--- src/rtl/pc_sequencer.sv ---
// Program-counter sequencer: sequential advance, jump, PC-relative branch and
// call/return through an internal return-address stack. Define STACK_TRAP_EN to vector stack errors to TRAP_VECTOR.
module pc_sequencer #(
    parameter int unsigned ADDR_WIDTH  = 8,
    parameter int unsigned STACK_DEPTH = 4,
    parameter int unsigned SIZE_WIDTH  = 2,
    parameter int unsigned TRAP_VECTOR = 0
) (
    input  logic                               clk,
    input  logic                               rst,
    input  logic                               stall,
    input  logic [2:0]                         op,
    input  logic [SIZE_WIDTH-1:0]              instr_size,
    input  logic [ADDR_WIDTH-1:0]              target,
    input  logic                               err_clr,
    output logic [ADDR_WIDTH-1:0]              pc,
    output logic [ADDR_WIDTH-1:0]              pc_next,
    output logic [$clog2(STACK_DEPTH+1)-1:0]   sp,
    output logic                               stack_full,
    output logic                               stack_empty,
    output logic                               overflow,
    output logic                               underflow
);

    localparam int unsigned SPW  = $clog2(STACK_DEPTH + 1);
    localparam int unsigned IDXW = (STACK_DEPTH > 1) ? $clog2(STACK_DEPTH) : 1;

    localparam logic [2:0] OP_JUMP   = 3'd1;
    localparam logic [2:0] OP_BRANCH = 3'd2;
    localparam logic [2:0] OP_CALL   = 3'd3;
    localparam logic [2:0] OP_RET    = 3'd4;

    localparam logic [ADDR_WIDTH-1:0] TRAP_PC = ADDR_WIDTH'(TRAP_VECTOR);
`ifdef STACK_TRAP_EN
    localparam bit TRAP_EN = 1'b1;
`else
    localparam bit TRAP_EN = 1'b0;
`endif

    logic [ADDR_WIDTH-1:0] pc_q, pc_d;
    logic [SPW-1:0]        sp_q, sp_d;
    logic                  ovf_q, ovf_d;
    logic                  unf_q, unf_d;
    logic [ADDR_WIDTH-1:0] stack_q [STACK_DEPTH];
    logic [ADDR_WIDTH-1:0] stack_d [STACK_DEPTH];

    logic [SIZE_WIDTH-1:0] size_eff;
    logic [ADDR_WIDTH-1:0] seq_pc;
    logic [ADDR_WIDTH-1:0] err_pc;
    logic [ADDR_WIDTH-1:0] top_entry;
    logic                  full, empty;

    always_comb begin
        size_eff  = (instr_size == '0) ? SIZE_WIDTH'(1) : instr_size;
        seq_pc    = pc_q + ADDR_WIDTH'(size_eff);
        err_pc    = TRAP_EN ? TRAP_PC : seq_pc;
        full      = (sp_q == SPW'(STACK_DEPTH));
        empty     = (sp_q == '0);
        top_entry = stack_q[IDXW'(sp_q - SPW'(1))];
    end

    // Next-state: stall freezes pc/stack, but err_clr still applies; a new error overrides the clear.
    always_comb begin
        pc_d    = pc_q;
        sp_d    = sp_q;
        stack_d = stack_q;
        ovf_d   = err_clr ? 1'b0 : ovf_q;
        unf_d   = err_clr ? 1'b0 : unf_q;
        if (!stall) begin
            case (op)
                OP_JUMP:   pc_d = target;
                // Equal-width add is the sign-extended offset add modulo 2^ADDR_WIDTH.
                OP_BRANCH: pc_d = pc_q + target;
                OP_CALL: begin
                    if (full) begin
                        ovf_d = 1'b1;
                        pc_d  = err_pc;
                    end else begin
                        stack_d[IDXW'(sp_q)] = seq_pc;
                        sp_d                 = sp_q + SPW'(1);
                        pc_d                 = target;
                    end
                end
                OP_RET: begin
                    if (empty) begin
                        unf_d = 1'b1;
                        pc_d  = err_pc;
                    end else begin
                        pc_d = top_entry;
                        sp_d = sp_q - SPW'(1);
                    end
                end
                default:   pc_d = seq_pc;
            endcase
        end
    end

    always_ff @(posedge clk or posedge rst) begin
        if (rst) begin
            pc_q    <= '0;
            sp_q    <= '0;
            ovf_q   <= 1'b0;
            unf_q   <= 1'b0;
            stack_q <= '{default: '0};
        end else begin
            pc_q    <= pc_d;
            sp_q    <= sp_d;
            ovf_q   <= ovf_d;
            unf_q   <= unf_d;
            stack_q <= stack_d;
        end
    end

    assign pc          = pc_q;
    assign pc_next     = pc_d;
    assign sp          = sp_q;
    assign stack_full  = full;
    assign stack_empty = empty;
    assign overflow    = ovf_q;
    assign underflow   = unf_q;

endmodule

--- config.mk ---
export PLATFORM = sky130hd
export DESIGN_NAME = pc_sequencer
export DESIGN_NICKNAME = d
export VERILOG_FILES = /design/src/rtl/pc_sequencer.sv
export SDC_FILE = /design/constraint.sdc
export NUM_CORES = 1
export LEC_CHECK = 0
export CAP_MARGIN = 20
export CORE_MARGIN = 1.5
export CORE_UTILIZATION = 54
export DETAILED_ROUTE_END_ITERATION = 10
export GPL_TIMING_DRIVEN = 0
export PLACE_DENSITY = 0.81
export SETUP_SLACK_MARGIN = 0.3
export SYNTH_ARGS = -nofsm -noshare
export SYNTH_HDL_FRONTEND = slang
export SYNTH_SLANG_ARGS = --single-unit
--- constraint.sdc ---
create_clock -name clk -period 3.5 [get_ports clk]
set_input_delay 0.7 -clock clk [delete_from_list [all_inputs] [get_ports clk]]
set_output_delay 0.7 -clock clk [all_outputs]
set_load 0.05 [all_outputs]
==> flow_summary.toml <==
[detailed_routing]
drt-initial-drc-count = 174
viasPerCell = 5.96
drc = 0
num_vias = 2338
drt-total-wl_microns = 7820
dr.pass1.iters = 4
routedWlPerCell_microns = 20.0
ant_nets = 0

[flow_run]
cap_violations = 0

[clocking]
clkTransAtPathRegs_ns = 0.09
cts_buffer_depth = 2
clock_latency_ns = 0.31
cts_tree = "built"
cts_buffers = 5
cts.htree.levels = 2
cts_sinks = 45
clk_root_buffer_cell = "clkbuf_8"
ctsHoldBuffers = 0

[synthesis]
syn_avg_cell_area_sq_um = 10.7
synth-seq-cells = 45
ys_seq_area_share_pct = 41.6
yosys_warnings = 0
synth_edf_count = 0
synth_area_sq_um = 2710
synth_cells = 253
async_flop_share_pct = 100
synth_nets = 287
yosysUniqueCellTypes = 45
synthFlopType = "dfrtp_1"

[global_route]
grt-ovfl-total = 0
met2_usage_pct = 49.1
grt_antenna_before_repair = 0
grt_pass1_wl_microns = 11800
grt_max_degree = 38
globalRouteTotalUtil_pct = 29.9
busiest_layer = "met2"
grt_pass1_vias = 2327
grtUsageMet3_pct = 6.58
use_met1_pct = 37.6

[die]
start_util_pct = 56.6
die_x_microns = 73.8
io_pins = 40
die-area_sq_um = 5450
die_y_microns = 73.8
row_count = 25
core_area_sq_um = 4790

[sta]
rsz0062_at_grt = "yes"
clock_skew_ns = 0.00840
tightest_slew_ns = 0.788
clock.fmax_mhz = 303
fin_crit_sh_pct = 94.3
finalMaxSlewViolations = 0
slew_headroom_pct = 47.2
finalHoldViolCount = 0
worst_slack_ns = 0.199
final-setup-viol-count = 0
fin_crit_ns = 3.30

[final_layout]
final_nets = 358
nFillCells = 274
final_util_pct = 80.3
drive_gt1_share_pct = 43.1
multi_input_area_sq_um = 1780
antenna_cells = 0
area_growth_pct = 41.8
seq_area_sq_um = 1130

[critical_path]
start_kind = "primary input"
critical_path_class = "in -> out"
reg2regPathDepth = 9
worstSetupEndpointType = "output pin"
crit_required_ns = 2.80
cp_max_fo = 2
crit_arrival_ns = 2.60

[worst_hold_path]
holdPathStages = 2
worstHoldPathType = "reg -> reg"

[placed_design]
place_ws_ns = -0.963
place_congestion = 0.823
place_hpwl_microns = 4720
io_buffer_count = 36

[pwr]
leakagePower_nw = 1.67
total_power_mw = 3.35
vdd_drop_max_mv = 0.476
power_density_nw_per_um2 = 872

[outcome]
run_status = "finished, final reports clean"
-- Yosys cell counts, types with 3 or more instances --
master | number | area [sq um]
a221o_1 | 5 | 50.1
o21a_1 | 4 | 30.0
and2_1 | 3 | 18.8
dfrtp_1 | 45 | 1130
o22ai_1 | 4 | 25.0
nor2_1 | 16 | 60.1
ha_1 | 15 | 188
o21ai_0 | 13 | 65.1
nand2_1 | 17 | 63.8
inv_1 | 17 | 63.8
a221oi_1 | 4 | 35.0
clkbuf_1 | 4 | 15.0
buf_2 | 6 | 30.0
a21oi_1 | 23 | 115
xnor2_1 | 11 | 96.3
mux2_2 | 16 | 180
mux4_2 | 8 | 180
xor2_1 | 5 | 43.8
-- area by class of cell --
type / count / share of cell area [%]
plain buffers: 13 / 2.51
well taps: 67 / 2.18
multi-input cells: 178 / 46.4
clock buffers: 5 / 1.79
flip-flops and latches: 45 / 29.4
repair buffers: 64 / 15.4
clock inverters: 3 / 0.651
inverters: 17 / 1.79
-- timing repair --
action | 4_1_cts | 5_1_grt
setup endpoints to repair | 8 | 8
setup buffers | 19 | 8
resized for setup | 115 | 11
gates cloned | 0 | 0
pin swaps | 25 | 19
-- registers in the layout, summed over array words and instances, names as in the netlist --
signal     count
stack_q       32
underflow      1
pc             8
sp             3
overflow       1
-- through the flow --
step | instances | TNS, ns | cell area [sq um] | hold WS, ns
2_1_floorplan | 253 | 0 | 2820 | 0.445
6_report | 392 | 0 | 3840 | 0.491
4_1_cts | 384 | 0 | 3740 | 0.489
5_1_grt | 392 | 0 | 3840 | 0.518
3_3_place_gp | 356 | -4.95 | 3270 | 0.461
3_5_place_dp | 357 | -5.17 | 3290 | 0.468
-- where the power goes --
| part | total, mW | internal, mW | switching (mW) |
|---|---|---|---|
| Combinational | 2.09 | 1.03 | 1.06 |
| Sequential | 0.916 | 0.734 | 0.182 |
| Clock | 0.345 | 0.146 | 0.200 |
| Total | 3.35 | 1.91 | 1.45 |
-- routing by layer --
| metal | wire length [microns] | up-vias |
|---|---|---|
| met5 | 0 | - |
| met1 | 3230 | 1197 |
| met3 | 359 | 22 |
| met4 | 248 | 0 |
| met2 | 3990 | 76 |
| li1 | - | 1043 |
-- cell families after synthesis --
group	after synthesis	share of synthesized area [%]
AND/OR/NAND/NOR	56	10.9
flip-flops	45	41.6
AO/OA/AOI/OAI	65	15.5
adder cells (fa/ha/maj)	17	8.40
buffers and inverters	30	5.12
multiplexers	24	13.3
XOR/XNOR	16	5.17
-- final timing paths --
path                                               from  slack [ns]                       to
worst max-delay path                          target[0]        0.20               pc_next[6]
worst min-delay path            stack_q[17]$_DFFE_PP0P_        0.49  stack_q[17]$_DFFE_PP0P_
worst max register to register        sp[0]$_DFFE_PP0P_        1.11   stack_q[0]$_DFFE_PP0P_
worst min register to register  stack_q[17]$_DFFE_PP0P_        0.49  stack_q[17]$_DFFE_PP0P_
max in group asynchronous                           rst        2.39          pc[0]$_DFF_PP0_
min in group asynchronous                           rst        0.63        sp[2]$_DFFE_PP0P_
-- cell usage in the layout, fill, tap and decap left out, types with 7 or more instances in the layout --
cell type,instances
mux4_2,8
inv_1,14
mux2_2,16
ha_4,7
clkdlybuf4s50_1,19
buf_2,7
a21oi_2,8
buf_6,9
o21ai_0,10
nand2_1,14
buf_4,26
a21oi_1,12
dfrtp_1,43
nor2_1,14
-- worst max-delay path, cell delays in order --
cell	delay (ns)
buf_2	0.12
ha_4	0.16
fa_2	0.40
a21o_1	0.17
a21oi_2	0.19
o21ai_1	0.11
xor2_1	0.19
a221oi_2	0.32
a21oi_4	0.07
buf_6	0.17
Note: power is estimated with default switching activity, not from simulation.
